--- src/rtl/relu.sv ---
// Registered saturating ReLU for signed Q(INT_BITS.FRAC_BITS) fixed-point data.
// Negative inputs become zero; positives above MAX_POS clamp to MAX_POS and
// raise overflow. One-cycle latency, one result per enabled clock.
module relu #(
  parameter int unsigned INT_BITS  = 16,
  parameter int unsigned FRAC_BITS = 16
) (
  input  logic                                clk,
  input  logic                                rst_n,
  input  logic                                enable,
  input  logic [INT_BITS+FRAC_BITS-1:0]       data_in,
  output logic [INT_BITS+FRAC_BITS-1:0]       data_out,
  output logic                                valid,
  output logic                                overflow
);

  localparam int unsigned DATA_WIDTH = INT_BITS + FRAC_BITS;

  // Largest integer value with zero fraction: 0 sign, all-ones integer, zero fraction.
  localparam logic [DATA_WIDTH-1:0] MAX_POS =
    {1'b0, {(INT_BITS-1){1'b1}}, {FRAC_BITS{1'b0}}};
  localparam logic [DATA_WIDTH-1:0] ZERO = '0;

  logic                  is_neg;
  logic                  is_over;
  logic [DATA_WIDTH-1:0] sat_value;

  // Classify the operand (signed, full width) and pick the saturated result.
  always_comb begin
    is_neg    = data_in[DATA_WIDTH-1];
    is_over   = 1'b0;
    sat_value = data_in;
    if (is_neg) begin
      sat_value = ZERO;
    end else if ($signed(data_in) > $signed(MAX_POS)) begin
      is_over   = 1'b1;
      sat_value = MAX_POS;
    end
  end

  // Output registers; data holds on disabled edges, strobes clear.
  // The port named rst_n is an active-high asynchronous reset.
  always_ff @(posedge clk or posedge rst_n) begin
    if (rst_n) begin
      data_out <= ZERO;
      valid    <= 1'b0;
      overflow <= 1'b0;
    end else if (enable) begin
      data_out <= sat_value;
      valid    <= 1'b1;
      overflow <= is_over;
    end else begin
      valid    <= 1'b0;
      overflow <= 1'b0;
    end
  end

endmodule

--- config.mk ---
export PLATFORM = sky130hd
export DESIGN_NAME = relu
export DESIGN_NICKNAME = d
export VERILOG_FILES = /design/src/rtl/relu.sv
export SDC_FILE = /design/constraint.sdc
export NUM_CORES = 1
export LEC_CHECK = 0
export BUFFER_PORTS_ARGS = -buffer_cell sky130_fd_sc_hd__buf_2
export CAP_MARGIN = 5
export CORE_MARGIN = 4
export CORE_UTILIZATION = 45
export CTS_BUF_LIST = sky130_fd_sc_hd__clkbuf_4 sky130_fd_sc_hd__clkbuf_8
export DETAILED_ROUTE_END_ITERATION = 6
export GPL_TIMING_DRIVEN = 0
export PLACE_DENSITY = 0.78
export SYNTH_ARGS = -nofsm -noshare
export SYNTH_HDL_FRONTEND = slang
export SYNTH_SLANG_ARGS = --single-unit
--- constraint.sdc ---
create_clock -name clk -period 2.4 [get_ports clk]
set_input_delay 0.6 -clock clk [delete_from_list [all_inputs] [get_ports clk]]
set_output_delay 0.6 -clock clk [all_outputs]
set_load 0.02 [all_outputs]
==> results of run 1 <==
-- per-stage QoR --
stage | utilization [%] | area, um2
2_1_floorplan | - | 1260
3_3_place_gp | 63.7 | 1640
3_5_place_dp | 63.7 | 1640
4_1_cts | 66.0 | 1690
5_1_grt | 67.1 | 1720
6_report | 67.1 | 1720
-- layout by cell type, fill, tap and decap left out, types with 2 or more instances in the layout --
| cell | Yosys | layout |
|---|---|---|
| clkbuf_1 | 6 | 6 |
| nor2_1 | 2 | 2 |
| a32o_1 | 16 | 16 |
| inv_1 | 3 | 2 |
| nand4_1 | 4 | 4 |
| clkbuf_4 | 0 | 6 |
| buf_2 | 0 | 67 |
| nor4_1 | 4 | 4 |
| a22o_1 | 14 | 14 |
| dfrtp_1 | 33 | 33 |
-- state kept, by name (all words and copies together), names as in the netlist --
register  flops
overflow      1
valid         1
data_out     31
-- final timing paths --
path	start	to	cells past startpoint
max	data_in[18]	data_out[1]	6
min	rst_n	data_out[8]	2
max reg2reg	data_out[27]	data_out[27]	1
min reg2reg	data_out[8]	data_out[8]	1
max in group asynchronous	rst_n	data_out[25]	3
min in group clk	enable	valid	1
-- final cells by class --
| class | count | area share (%) |
|---|---|---|
| repair buffers | 68 | 21.1 |
| multi-input cells | 46 | 22.3 |
| well taps | 30 | 2.18 |
| clock buffers | 7 | 3.42 |
| flip-flops and latches | 33 | 48.0 |
| plain buffers | 8 | 2.40 |
| inverters | 3 | 0.654 |
-- per-layer routing --
layer	track usage, %	wire length [um]	vias up
met5	0	0	-
met1	24.6	1250	536
met4	6.50	47	0
met2	31.3	1510	69
met3	8.72	456	6
li1	-	-	512
-- logic make-up (layout without fill, tap and decap cells) --
logic type / count (synthesis) / in the layout / share of synthesized area, %
other: 1 / 1 / 0.297
buffers and inverters: 11 / 86 / 4.16
DFF: 33 / 33 / 65.4
and+or+nand+nor: 14 / 14 / 7.33
AOI/OAI and AO/OA: 31 / 31 / 22.8
-- power breakdown --
group	internal (mW)	leakage, nW	switching, mW
clock	0.149	0.0348	0.167
sequential	0.596	0.429	0.0216
combinational	0.0873	0.438	0.127
total	0.833	0.903	0.315
==> metrics, run 1 <==
status=finished clean; Pleak=approximately 0.90 nW; final setup fails=0; slowest cell on the critical path=nor4_2; Buf+Inv Stages, Crit Path=2; H-tree levels=2; Reg clk slew, reported paths=0.09 ns; Pins Over Slew Limit=0; initial DRC count=52; DR pass1 iterations=4; antenna violations before repair=0; Worst R2R Setup Slack=1.66 ns; Vias/cell=~5.8; largest net degree at the start of global routing=34; area leader, netlist=dfrtp_1; total power=about 1.1 mW; HPWL after detailed placement=between 2000 and 2500 um; DRC violations left=0; Synth Warn #=0; Power Dens Cells=667 nW/um2; post-synth cell types=16; Routed Antenna Nets=0; net count after synthesis=around 130; # diodes=0; Root Driver=clkbuf_4; final hold vios=0; area of the multi-input gates=approximately 380 um2; via count=about 1100; list of most frequent post-synthesis cells=33 x dfrtp_1, 16 x a32o_1, 14 x a22o_1; top cell type's share of synthesized area=65.4%; Core Region=2570 um2; Max VDD drop=0.520 mV; Post-Syn Instances=90; area growth from synthesis to layout=36.4%; first-pass GRT wire length=approximately 5200 um; clock insertion delay at the later pin of the skew report=around 0.33 ns; CP startpoint kind=input pin; top cells by area, synth=dfrtp_1 65%, a32o_1 13%, a22o_1 9.7%; Total Wirelength=between 3000 and 4000 um; Slew @ Worst Pin=about 0.63 ns; GP Congestion=between 0.7 and 0.8; worst path cell trace=buf_2 > nand4_1 > nor4_2 > nand2_2 > buf_6 > a32o_1; Slew HR=~58%; Mapped Area=~1300 um2; Period minus WS final=approximately 1.6 ns; register area=826 um2; Setup Fix Bufs, Post-CTS=0; Finished Layout Cells=around 200; Max Clock Freq=~630 MHz; crit-path max cell delay=about 0.37 ns; NumNets Final=200; placed instance count=about 190; arrival time worst endpoint=about 1.8 ns; synthesized area per cell=around 14 um2; critical path endpoint category=flop; number of synthesized flops with an enable pin=0; Top FF cell, synth=dfrtp_1; WHS=between 0.2 and 0.3 ns; Crit path required time=2.62 ns; Initial Utilization=49.2%; fin crit share=between 60% and 70%; share of cells above drive strength 1=between 40% and 50%; clk_skew=0 ns; vias in the first global route=roughly 1100; clk sinks=33; top-count cell post-synth=dfrtp_1; die width=61.0 um; Die Y-Extent=between 60 and 70 um; RSZ-0062 raised after global routing=false; Top Ports=a little under 70; Largest delay share family, worst path=simple AND/OR/NAND/NOR gates; hold_buf cts=0; Yosys reg bits=33; Crit Path Class=in -> reg; Port Buffers=67; row count=18; setup_tns=0 ns; total global-route track usage=between 10% and 20%; Max Cap Viol=0; DR WL/cell=around 17 um; FILL cells=between 200 and 250; Worst Hold Class=in -> async; die area=roughly 3700 um2; Max FO, Critical Path=10; post-synthesis sequential area ratio=roughly two thirds; total grt overflow=0; total CTS buffers=5; asr flop ratio synth=100%; worst setup margin=about 0.8 ns; pre-CTS WS=about 0.49 ns; Clock Path Buffers=2; # resized after CTS=0; TritonCTS clock tree=done
No activity file was read; power rests on OpenSTA's default activity.
==> run 2, diff against run 1 <==
ABC_AREA = 1   (was unset)
PLACE_DENSITY = 0.74   (was 0.78)
clock period = 1.63 ns   (was 2.4 ns; I/O delays follow)
==> run 2 against run 1 <==
  * Synthesized cell count rose by 130%
  * Sequential cell count stayed put
  * Utilization down 3.1 points
  * Highest routed layer unchanged
  * Die area is 17% higher
  * Register-to-register slack lost 0.67 ns
  * Total power increased by 54%
  * First-iteration DRC count is 87% higher
  * Sequential power rose by 47%
  * Non-clock buffer count rose by 1
==> metrics, run 2 <==
post-synth cell types=15 (-1); Max Cap Viol=0 (unchanged); Crit path depth=1 (-5); Largest delay share family, worst path=flip-flops; status=finished clean; total power=1.77 mW (+54%); setup_tns=0 ns (unchanged); H-tree levels=2 (unchanged); arrival time worst endpoint=0.90 ns (-0.91 ns); Synth Warn #=0 (unchanged); die width=66.0 um (+8.2%); Crit. Startpoint=data_out[20]; first-pass GRT wire length=5630 um (+7.6%); Slew @ Worst Pin=0.610 ns (-0.0217 ns); CP startpoint kind=flop; Total Wirelength=3490 um (+7.1%); Vias/cell=4.46 (-23%); asr flop ratio synth=100% (unchanged); Post-DP Area=1900 um2 (+16%); top cell type's share of synthesized area=54.6% (-11 points); worst path cell trace=buf_2; vias in the first global route=1284 (+14%); largest net degree at the start of global routing=34 (unchanged); final setup fails=0 (unchanged); Pleak=1.25 nW (+38%); max FFs per register=31 (unchanged); clk sinks=33 (unchanged); Top FF cell, synth=dfrtp_1; Yosys reg bits=33 (unchanged); row count=20 (+2); Post-Syn Instances=203 (+130%); hold_buf cts=0 (unchanged); commonest non-fill, non-tap cell in the layout=nand2_1; Root Driver=clkbuf_4; WHS=0.0601 ns (-0.204 ns); Max VDD drop=0.534 mV (+2.7%); Period minus WS final=1.31 ns; die area=4350 um2 (+17%); total CTS buffers=5 (unchanged); DRC violations left=0 (unchanged); total grt overflow=0 (unchanged); total global-route track usage=17.1% (-2.8 points); Worst R2R Setup Slack=0.99 ns (-0.67 ns); number of synthesized flops with an enable pin=0 (unchanged); area growth from synthesis to layout=32.3%; Worst Hold Class=in -> async; GP Congestion=0.747 (-5.4%); Buf+Inv Stages, Crit Path=1 (-1); # resized after CTS=0 (unchanged); top-count cell post-synth=nand2_1; Pins Over Slew Limit=0 (unchanged); Mapped Area=1510 um2 (+20%); DR pass1 iterations=4 (unchanged); clock insertion delay at the later pin of the skew report=0.33 ns (about the same); Crit Path Class=reg -> out; synthesized area per cell=7.45 um2 (-47%); R2R Path End=data_out[29]; Clock Path Buffers=2 (unchanged); Routed Antenna Nets=0 (unchanged); Die Y-Extent=66.0 um (+8.2%); final core occ=64.0% (-3.1 points); Largest Register=data_out; top flop regs=data_out x31, overflow x1, valid x1; net count after synthesis=238 (+90%); Setup Fix Bufs, Post-CTS=0 (unchanged); Max FO, Critical Path=2 (-8); critical path endpoint category=primary output; Top Ports=69 (unchanged); DR WL/cell=10.8 um (-35%); Core Region=3130 um2 (+22%); antenna violations before repair=0 (unchanged); initial DRC count=97 (+87%); NumNets Final=313 (+56%); Crit path required time=1.22 ns (-1.40 ns); share of cells above drive strength 1=31.9% (-16 points); Max Clock Freq=764 MHz; post-synthesis sequential area ratio=54.6% (-11 points); HPWL after detailed placement=2620 um (+5.0%); area leader, netlist=dfrtp_1; final hold vios=0 (unchanged); crit-path max cell delay=0.40 ns (+0.03 ns); Reg2Reg Depth=2 (+1); Power Dens Cells=885 nW/um2 (+33%); # diodes=0 (unchanged); fin crit share=80.3%; Critical R2R Launch=data_out[29]; cell area after layout=2000 um2 (+16%); Initial Utilization=48.4% (-0.81 points); Slew HR=59.1% (+1.5 points); TritonCTS clock tree=done; Reg clk slew, reported paths=0.11 ns (+0.02 ns); RSZ-0062 raised after global routing=false; slowest cell on the critical path=dfrtp_1; top cells by area, synth=dfrtp_1 55%, nand2_1 23%, nor2_1 7.2%; clk_skew=0 ns (unchanged); list of most frequent post-synthesis cells=92 x nand2_1, 33 x dfrtp_1, 29 x nor2_1; Setup crit end=data_out[20]; most frequent cells in the layout=92 x nand2_1, 71 x buf_2, 33 x dfrtp_1; Port Buffers=67 (unchanged); via count=1441 (+28%)
-- run 2: changes by cell type after synthesis, sizes merged, moves of 3 or more --
cell,before,now
clkbuf,6,3
a22o,14,0
nand2,1,94
inv,3,19
nand4,4,0
nor4,5,0
buf,2,6
nor2,2,32
nand3,0,14
a32o,16,0
-- run 2: worst min-delay path by stage --
stage          depth (start not counted)         start  slack (ns)            to
2_1_floorplan                          0        enable        0.44         valid
3_3_place_gp                           2  data_out[12]        0.46  data_out[12]
3_5_place_dp                           2  data_out[12]        0.46  data_out[12]
4_1_cts                                1        enable        0.18         valid
5_1_grt                                2         rst_n        0.07  data_out[11]
6_report                               2         rst_n        0.06         valid
-- run 2: through the flow --
stage | worst slack [ns] | std cells
floorplan | 0.436 | 203
global placement | 0.0278 | 314
detailed placement | 0.0129 | 314
CTS | 0.307 | 322
global route | 0.270 | 323
finish | 0.320 | 323
-- run 2: final cells by class --
type                       instances  area, um2
inverter                          19       71.3
clock inverter                     1       5.00
buffer                             9       51.3
clock buffer                       7       65.1
sequential                        33        826
fill                             303       1130
timing repair buffer              68        363
tap                               44       55.1
multi-input combinational        142        564
-- run 2: routing by layer --
layer,part of all wire [%],routed length [um],vias to the layer above,GRT usage (%)
li1,-,-,748,-
met1,46,1610,629,21.4
met2,42,1480,59,26.9
met3,10,360,5,6.63
met4,0.97,34,0,6.09
met5,0,0,-,0
-- run 2: logic make-up after synthesis --
group	synth area share (%)
AND/OR/NAND/NOR	36.7
other	0.248
buffers and inverters	8.11
flip-flops	54.6
AO/OA/AOI/OAI	0.331
-- run 2: where the power goes --
group	total [mW]	internal (mW)	switching, mW
clock	0.524	0.250	0.274
combinational	0.339	0.123	0.216
sequential	0.908	0.878	0.0300
total	1.77	1.25	0.520
==> run 3, diff against run 2 <==
CORE_UTILIZATION = 43   (was 45)
clock period = 1.11 ns   (was 1.63 ns; I/O delays follow)
==> run 3 against run 2 <==
  * The flow now finishes with violations (setup timing)
  * Clock power rose by 49%
  * Count of clock-buffer cells in the layout did not move
  * Sequential power rose by 50%
  * Critical path depth did not move
  * Hold slack improved by 0.010 ns
  * Clock skew did not move
  * Highest routed layer unchanged
==> metrics, run 3 (synthesized netlist as in run 2, its figures left out) <==
Pins Over Slew Limit=0 (unchanged); row count=21 (+5.0%); clk_skew=0 ns (unchanged); Post-DP Area=1910 um2 (+0.13%); hold path startpoint=enable; Core Region=3360 um2 (+7.5%); H-tree levels=2 (unchanged); Finished Layout Cells=347 (+7.4%); via count=1528 (+6.0%); Die Y-Extent=67.3 um (+2.0%); Max Cap Viol=0 (unchanged); total global-route track usage=19.1% (+2.0 points); slowest cell on the critical path=dfrtp_1; critical path endpoint category=primary output; Slew @ Worst Pin=0.676 ns (+0.0664 ns); HPWL after detailed placement=2680 um (+2.5%); clk sinks=33 (unchanged); Hold EP=valid; Max FO, Critical Path=2 (unchanged); DR WL/cell=11.4 um (+5.1%); Vias/cell=4.40 (-1.3%); largest net degree at the start of global routing=34 (unchanged); Total Wirelength=3940 um (+13%); fin crit share=106%; Reg2Reg Depth=4 (+2); Power Dens Cells=1190 nW/um2 (+35%); vias in the first global route=1518 (+18%); die area=4530 um2 (+4.1%); top flop regs=data_out x31, overflow x1, valid x1; share of cells above drive strength 1=36.5% (+4.6 points); status=finished with violations; antenna violations before repair=0 (unchanged); Crit Path Class=reg -> out; Critical R2R Launch=data_out[4]; Worst Hold Class=in -> reg; CP startpoint kind=flop; die width=67.3 um (+2.0%); # diodes=0 (unchanged); Max VDD drop=0.695 mV (+30%); cell area after layout=2380 um2 (+19%); Buf+Inv Stages, Crit Path=1 (unchanged); violated checks=setup timing; Port Buffers=67 (unchanged); placed instance count=316 (+0.64%); worst path cell trace=buf_6; Worst R2R Setup Slack=0.25 ns (-0.74 ns); worst setup margin=-0.0634 ns (-0.384 ns); hold depth=1; Slew HR=54.6% (-4.5 points); Root Driver=clkbuf_4; Pleak=1.40 nW (+12%); Routed Antenna Nets=0 (unchanged); final setup fails=32 (+32); final core occ=70.7% (+6.7 points); Reg clk slew, reported paths=0.11 ns (about the same); DRC violations left=0 (unchanged); Crit path required time=0.83 ns (-0.39 ns); arrival time worst endpoint=0.90 ns (about the same); R2R Path End=data_out[4]; max FFs per register=31 (unchanged); pre-CTS WS=-0.372 ns (-0.385 ns); Clock Path Buffers=2 (unchanged); crit-path max cell delay=0.42 ns (+0.02 ns); WHS=0.0705 ns (+0.0104 ns); Period minus WS final=~1.2 ns; initial DRC count=78 (-20%); Largest delay share family, worst path=flip-flops; total grt overflow=0 (unchanged); Max Clock Freq=between 800 and 900 MHz; clock insertion delay at the later pin of the skew report=0.33 ns (about the same); Top Ports=69 (unchanged); area growth from synthesis to layout=57.2%; commonest non-fill, non-tap cell in the layout=nand2_1; TritonCTS clock tree=done; most frequent cells in the layout=92 x nand2_1, 38 x buf_2, 34 x buf_6; Largest Register=data_out; NumNets Final=335 (+7.0%); Initial Utilization=45.0% (-3.4 points); total CTS buffers=5 (unchanged); first-pass GRT wire length=6450 um (+15%); final hold vios=0 (unchanged); RSZ-0062 raised after global routing=true; DR pass1 iterations=5 (+1); GP Congestion=0.703 (-5.8%)
run 3: power by group:
group	internal (mW)	switching, mW
combinational	0.354	0.344
sequential	1.29	0.0655
clock	0.367	0.412
total	2.01	0.821
run 3: worst max-delay path by stage:
stage / startpoint / endpoint / slack [ns] / cells past startpoint
finish: data_out[18] / data_out[18] / -0.06 / 1
global route: data_out[18] / data_out[18] / -0.11 / 1
CTS: data_out[2] / data_out[2] / -0.08 / 1
detailed placement: rst_n / data_out[10] / -0.37 / 2
global placement: rst_n / data_out[13] / -0.35 / 2
floorplan: data_in[31] / data_out[0] / 0.05 / 9
run 3: per-layer routing:
layer | wire length (um) | global-route usage (%)
met1 | 1640 | 21.7
met2 | 1920 | 33.0
met3 | 301 | 7.15
met4 | 76 | 6.58
met5 | 0 | 0
run 3: metrics by stage:
stage / total power, mW / TNS (ns)
after CTS: 2.81 / -1.74
final: 2.83 / -1.24
after global placement: 1.84 / -14.49
after detailed placement: 1.85 / -15.32
after floorplan: 1.64 / 0
after global routing: 2.99 / -2.75
run 3: layout make-up:
type | count | area, um2
Inverter | 19 | 71.3
Buffer | 9 | 51.3
Clock buffer | 7 | 65.1
Sequential cell | 33 | 826
Multi-Input combinational cell | 142 | 564
Tap cell | 46 | 57.6
Timing Repair Buffer | 90 | 737
Clock inverter | 1 | 5.00
Fill cell | 278 | 986
run 3: timing repair:
item,4_1_cts,5_1_grt
resized for setup,66,0
setup buffers,14,7
hold endpoints to repair,0,16
hold buffers,0,1
setup endpoints to repair,33,33
